### config.mk
export PLATFORM = sky130hd
export DESIGN_NAME = riscv_muldiv
export DESIGN_NICKNAME = d
export VERILOG_FILES = /design/src/rtl/riscv_pkg.sv /design/src/rtl/riscv_muldiv.sv
export SDC_FILE = /design/constraint.sdc
export NUM_CORES = 1
export LEC_CHECK = 0
export BUFFER_PORTS_ARGS = -buffer_cell sky130_fd_sc_hd__buf_2
export CAP_MARGIN = 20
export CORE_MARGIN = 2
export CORE_UTILIZATION = 47
export DETAILED_ROUTE_END_ITERATION = 10
export GPL_ROUTABILITY_DRIVEN = 0
export GPL_TIMING_DRIVEN = 0
export PLACE_DENSITY_LB_ADDON = 0.08
export SLEW_MARGIN = 40
export SYNTH_ARGS = -nofsm -noshare
export SYNTH_HDL_FRONTEND = slang
export SYNTH_SLANG_ARGS = --single-unit
### constraint.sdc
create_clock -name clk -period 11.3 [get_ports clk]
set_input_delay 2.26 -clock clk [delete_from_list [all_inputs] [get_ports clk]]
set_output_delay 2.26 -clock clk [all_outputs]
set_load 0.02 [all_outputs]
### src/rtl/riscv_pkg.sv
// riscv_pkg: shared RV32 encodings (ALU control, M-extension funct3, mul/div FSM states).
package riscv_pkg;
   localparam logic [3:0] ALU_ADD  = 4'd0;
   localparam logic [3:0] ALU_SUB  = 4'd1;
   localparam logic [3:0] ALU_SLL  = 4'd2;
   localparam logic [3:0] ALU_SLT  = 4'd3;
   localparam logic [3:0] ALU_SLTU = 4'd4;
   localparam logic [3:0] ALU_XOR  = 4'd5;
   localparam logic [3:0] ALU_SRL  = 4'd6;
   localparam logic [3:0] ALU_SRA  = 4'd7;
   localparam logic [3:0] ALU_OR   = 4'd8;
   localparam logic [3:0] ALU_AND  = 4'd9;
   localparam logic [2:0] OP_MUL    = 3'd0;
   localparam logic [2:0] OP_MULH   = 3'd1;
   localparam logic [2:0] OP_MULHSU = 3'd2;
   localparam logic [2:0] OP_MULHU  = 3'd3;
   localparam logic [2:0] OP_DIV    = 3'd4;
   localparam logic [2:0] OP_DIVU   = 3'd5;
   localparam logic [2:0] OP_REM    = 3'd6;
   localparam logic [2:0] OP_REMU   = 3'd7;
   typedef enum logic [1:0] {S_IDLE, S_CALC, S_FIX, S_DONE} md_state_t;
   function automatic logic a_signed(input logic [2:0] op);
      return op == OP_MULH || op == OP_MULHSU || op == OP_DIV || op == OP_REM;
   endfunction
   function automatic logic b_signed(input logic [2:0] op);
      return op == OP_MULH || op == OP_DIV || op == OP_REM;
   endfunction
endpackage

### src/rtl/riscv_muldiv.sv
// riscv_muldiv: iterative RV32M multiply/divide, one magnitude step per cycle, sign fix-up at the end.
module riscv_muldiv
   import riscv_pkg::*;
#(
   parameter int XLEN = 32
) (
   input  logic            clk,
   input  logic            reset,
   input  logic            start,
   input  logic [2:0]      op,
   input  logic [XLEN-1:0] srcA,
   input  logic [XLEN-1:0] srcB,
   output logic            busy,
   output logic            done,
   output logic [XLEN-1:0] result
);
   localparam int CW = $clog2(XLEN);
   localparam logic [CW-1:0] LAST = CW'(XLEN - 1);
   md_state_t state_q, state_d;
   logic [CW-1:0] cnt_q, cnt_d;
   logic [2:0] op_q, op_d;
   logic [XLEN-1:0] opnd_q, opnd_d, hi_q, hi_d, lo_q, lo_d, result_q, result_d;
   logic neg_a_q, neg_a_d, neg_b_q, neg_b_d, bz_q, bz_d;
   logic [XLEN-1:0] a_mag, b_mag, diff, mul_hi, quo, rem;
   logic [XLEN:0] add_sum, rem_sh;
   logic ge;
   always_ff @(posedge clk or negedge reset) begin
      if (!reset) begin
         state_q  <= S_IDLE;
         cnt_q    <= '0;
         op_q     <= '0;
         opnd_q   <= '0;
         hi_q     <= '0;
         lo_q     <= '0;
         result_q <= '0;
         neg_a_q  <= 1'b0;
         neg_b_q  <= 1'b0;
         bz_q     <= 1'b0;
      end else begin
         state_q  <= state_d;
         cnt_q    <= cnt_d;
         op_q     <= op_d;
         opnd_q   <= opnd_d;
         hi_q     <= hi_d;
         lo_q     <= lo_d;
         result_q <= result_d;
         neg_a_q  <= neg_a_d;
         neg_b_q  <= neg_b_d;
         bz_q     <= bz_d;
      end
   end
   always_comb begin
      state_d = state_q == S_IDLE ? (start ? S_CALC : S_IDLE)
              : state_q == S_CALC ? (cnt_q == LAST ? S_FIX : S_CALC)
              : state_q == S_FIX  ? S_DONE : S_IDLE;
   end
   always_comb begin
      busy   = state_q != S_IDLE;
      done   = state_q == S_DONE;
      result = result_q;
   end
   always_comb begin
      a_mag   = (a_signed(op) && srcA[XLEN-1]) ? -srcA : srcA;
      b_mag   = (b_signed(op) && srcB[XLEN-1]) ? -srcB : srcB;
      add_sum = {1'b0, hi_q} + {1'b0, opnd_q & {XLEN{lo_q[0]}}};
      rem_sh  = {hi_q, lo_q[XLEN-1]};
      ge      = rem_sh >= {1'b0, opnd_q};
      diff    = rem_sh[XLEN-1:0] - opnd_q;
      // high half of the negated 2*XLEN product: borrow propagates only when the low half is zero
      mul_hi  = (neg_a_q ^ neg_b_q) ? ~hi_q + XLEN'(lo_q == '0) : hi_q;
      quo     = bz_q ? '1 : (neg_a_q ^ neg_b_q) ? -lo_q : lo_q;
      rem     = neg_a_q ? -hi_q : hi_q;
      cnt_d    = cnt_q;
      op_d     = op_q;
      opnd_d   = opnd_q;
      hi_d     = hi_q;
      lo_d     = lo_q;
      result_d = result_q;
      neg_a_d  = neg_a_q;
      neg_b_d  = neg_b_q;
      bz_d     = bz_q;
      if (state_q == S_IDLE && start) begin
         cnt_d   = '0;
         op_d    = op;
         neg_a_d = a_signed(op) && srcA[XLEN-1];
         neg_b_d = b_signed(op) && srcB[XLEN-1];
         bz_d    = srcB == '0;
         opnd_d  = op[2] ? b_mag : a_mag;
         hi_d    = '0;
         lo_d    = op[2] ? a_mag : b_mag;
      end else if (state_q == S_CALC) begin
         cnt_d = cnt_q + 1'b1;
         if (op_q[2]) begin
            hi_d = ge ? diff : rem_sh[XLEN-1:0];
            lo_d = {lo_q[XLEN-2:0], ge};
         end else
            {hi_d, lo_d} = {add_sum, lo_q[XLEN-1:1]};
      end else if (state_q == S_FIX)
         result_d = !op_q[2] ? (op_q == OP_MUL ? lo_q : mul_hi) : (op_q[1] ? rem : quo);
   end
endmodule

==> results_dict.tcl <==
set metrics [dict create \
    async_flop_share_pct 100 \
    syn_area_per_cell_um2 7.38 \
    fin_skew_ns 0.0138 \
    fill_cells 3116 \
    cp.arrival_ns 6.82 \
    viasPerCell 6.34 \
    maxCapViolations 0 \
    dp_hpwl_mm 46.2 \
    row_count 64 \
    grt_pass1_vias 14987 \
    cts_buffers 17 \
    area_delta_synth_final_pct 11.6 \
    portBuffers 103 \
    slew_headroom_pct 41.9 \
    yosysUniqueCellTypes 81 \
    ys.flop_type "dfrtp_1" \
    core_area_um2 30600 \
    vias 15935 \
    dieWidth_um 180 \
    holdPathStages 2 \
    clock_latency_ns 0.45 \
    status "complete, no violations" \
    worstPathRequired_ns 11.61 \
    crit_path_start_kind "flip-flop" \
    grt_max_degree 66 \
    path_class "flip-flop to flip-flop" \
    cts_hold_buf 0 \
    hold_path_end "result[15]" \
    path_max_fanout 10 \
    cts_tree "done" \
    layout.nets 2249 \
    grt_usage_pct 35.3 \
    rsz0062_at_grt "no" \
    grt-ovfl-total 0 \
    synth.largest_area_cell "dfrtp_1" \
    synth_nets 2125 \
    worst_slew_pin_slew_ns 0.872 \
    clock_sinks 141 \
    antenna_found_initial 1 \
    fin_cells 2514 \
    start_util_pct 47.8 \
    r2r_start "lo_q[0]" \
    ctsResizeCount 0 \
    seq_area_frac_synth_pct 24.1 \
    reg2reg_to "result[29]" \
    dieArea_um2 32500 \
    finalSetupViolCount 0 \
    final_common_cell "a21oi_1" \
    final_cell_mix "a21oi_1 (231), nand2_1 (205), nor2_1 (205)" \
    dp_cells 2482 \
    hp-class "flip-flop to flip-flop" \
    ys_top_cells_by_area "dfrtp_1 (24%), a21oi_1 (7.9%), ha_1 (6.2%), xor2_1 (6.1%), xnor2_1 (6.0%)" \
    drive_gt1_share_pct 8.17 \
    synth_cells 1981 \
    cts-root-buf "clkbuf_16" \
    grt_pass1_wl_mm 89.0 \
    drt_iter0_markers 1733 \
    max_freq_ghz 0.154 \
    synth_edf_count 0 \
    cp-end-kind "flip-flop" \
    diodes 0 \
    reg2reg_setup_slack_ns 4.79 \
    die_y_um 180 \
    clkTransAtPathRegs_ns 0.07 \
    syn_area_um2 14600 \
    postCtsSetupRepairBufs 0 \
    post_drt_wl_per_cell_um 23.2 \
    tns_ns 0 \
    drv_slew 0 \
    netlist.area_leader.share_pct 24.1 \
    fin_crit_sh_pct 57.6 \
    wl_mm 58.2 \
    drc_errors 0 \
    h-tree-depth 4 \
    clk_path_buf_depth 2 \
    rr_worst_depth 19 \
    hold_violations 0 \
    fin_crit_ns 6.51 \
    drt.antenna.violating_nets 0 \
    ys_warn_count 0 \
    hold_start "result[15]" \
    first_pass_iters 6 \
    synth-seq-cells 141 \
    io_pins 104 \
]
worst max-delay path by stage:
| stage | to | slack [ns] | startpoint | cells after the start |
|---|---|---|---|---|
| 2_1_floorplan | lo_q[30] | 6.83 | srcB[4] | 9 |
| 3_3_place_gp | result[29] | 4.79 | lo_q[0] | 19 |
| 3_5_place_dp | result[29] | 4.85 | lo_q[0] | 19 |
| 4_1_cts | result[29] | 4.82 | lo_q[0] | 19 |
| 5_1_grt | result[29] | 4.58 | lo_q[0] | 19 |
| 6_report | result[29] | 4.79 | lo_q[0] | 19 |
per-stage QoR:
step                      hold slack [ns]  worst slack [ns]  util (%)  instance area (µm²)
after floorplan                     0.440              6.83         -                14600
after global placement              0.457              4.79      51.1                15600
after detailed placement            0.464              4.85      51.3                15700
after CTS                           0.479              4.82      53.3                16300
after global routing                0.493              4.58      53.4                16300
final                               0.469              4.79      53.4                16300
worst max-delay path, stage by stage, from the launching register on:
cell	delay, ns
dfrtp_1	0.36
clkbuf_1	0.27
inv_1	0.24
clkbuf_1	0.64
ha_1	0.33
nor4b_2	0.47
and4_1	0.40
and3_1	0.18
clkbuf_1	0.27
nand2_1	0.12
nor3_1	0.41
ha_1	0.26
nor3b_1	0.61
nor3b_1	0.55
a21oi_1	0.26
a21oi_1	0.20
xnor2_1	0.08
mux2_2	0.27
a21oi_1	0.31
o21ai_0	0.12
Yosys cell counts (18+ instances only):
cell type and n:
dfrtp_1 141, nand2_1 205, mux2i_1 46, clkbuf_1 131, xor2_1 102, a221oi_1 36, nor2_1 206, inv_1 68
nand3_1 32, xnor2_1 100, o211ai_1 43, a21o_1 36, o21ai_1 18, o31ai_1 22, nor3_1 41, nor4_1 18
a21oi_1 231, ha_1 72, o21ai_0 152
registers in the layout, indices dropped and copies added, names as in the netlist, 2 cells and up:
| register | cells |
|---|---|
| cnt_q | 5 |
| hi_q | 32 |
| lo_q | 32 |
| op_q | 3 |
| opnd_q | 32 |
| result | 32 |
| state_q | 2 |
layout make-up:
type / count / area, µm² / area share [%]
clock buffers: 17 / 425 / 2.61
multi-input cells: 1616 / 10200 / 62.8
flip-flops and latches: 141 / 3530 / 21.6
well taps: 396 / 495 / 3.04
repair buffers: 105 / 573 / 3.51
inverters: 68 / 255 / 1.56
clock inverters: 15 / 175 / 1.07
plain buffers: 156 / 619 / 3.79
layer usage:
layer  GRT usage, %  vias up  part of all wire [%]
met5              0        -                 0.022
met4           14.9        2                   4.6
met3           8.19      173                    11
met2           53.8      925                    42
met1           48.1     7468                    42
li1               -     7367                     -
kinds of logic after synthesis:
| group | share of synthesized area (%) |
|---|---|
| buf+inv | 5.98 |
| mux | 3.23 |
| compound gates | 28.6 |
| fa+ha+maj | 6.43 |
| flops | 24.1 |
| xor+xnor | 12.1 |
| simple gates | 19.5 |
Power is left out: the tool's default activity adds up to more than one toggle a clock period on the data nets, which glitch-free logic cannot reach.
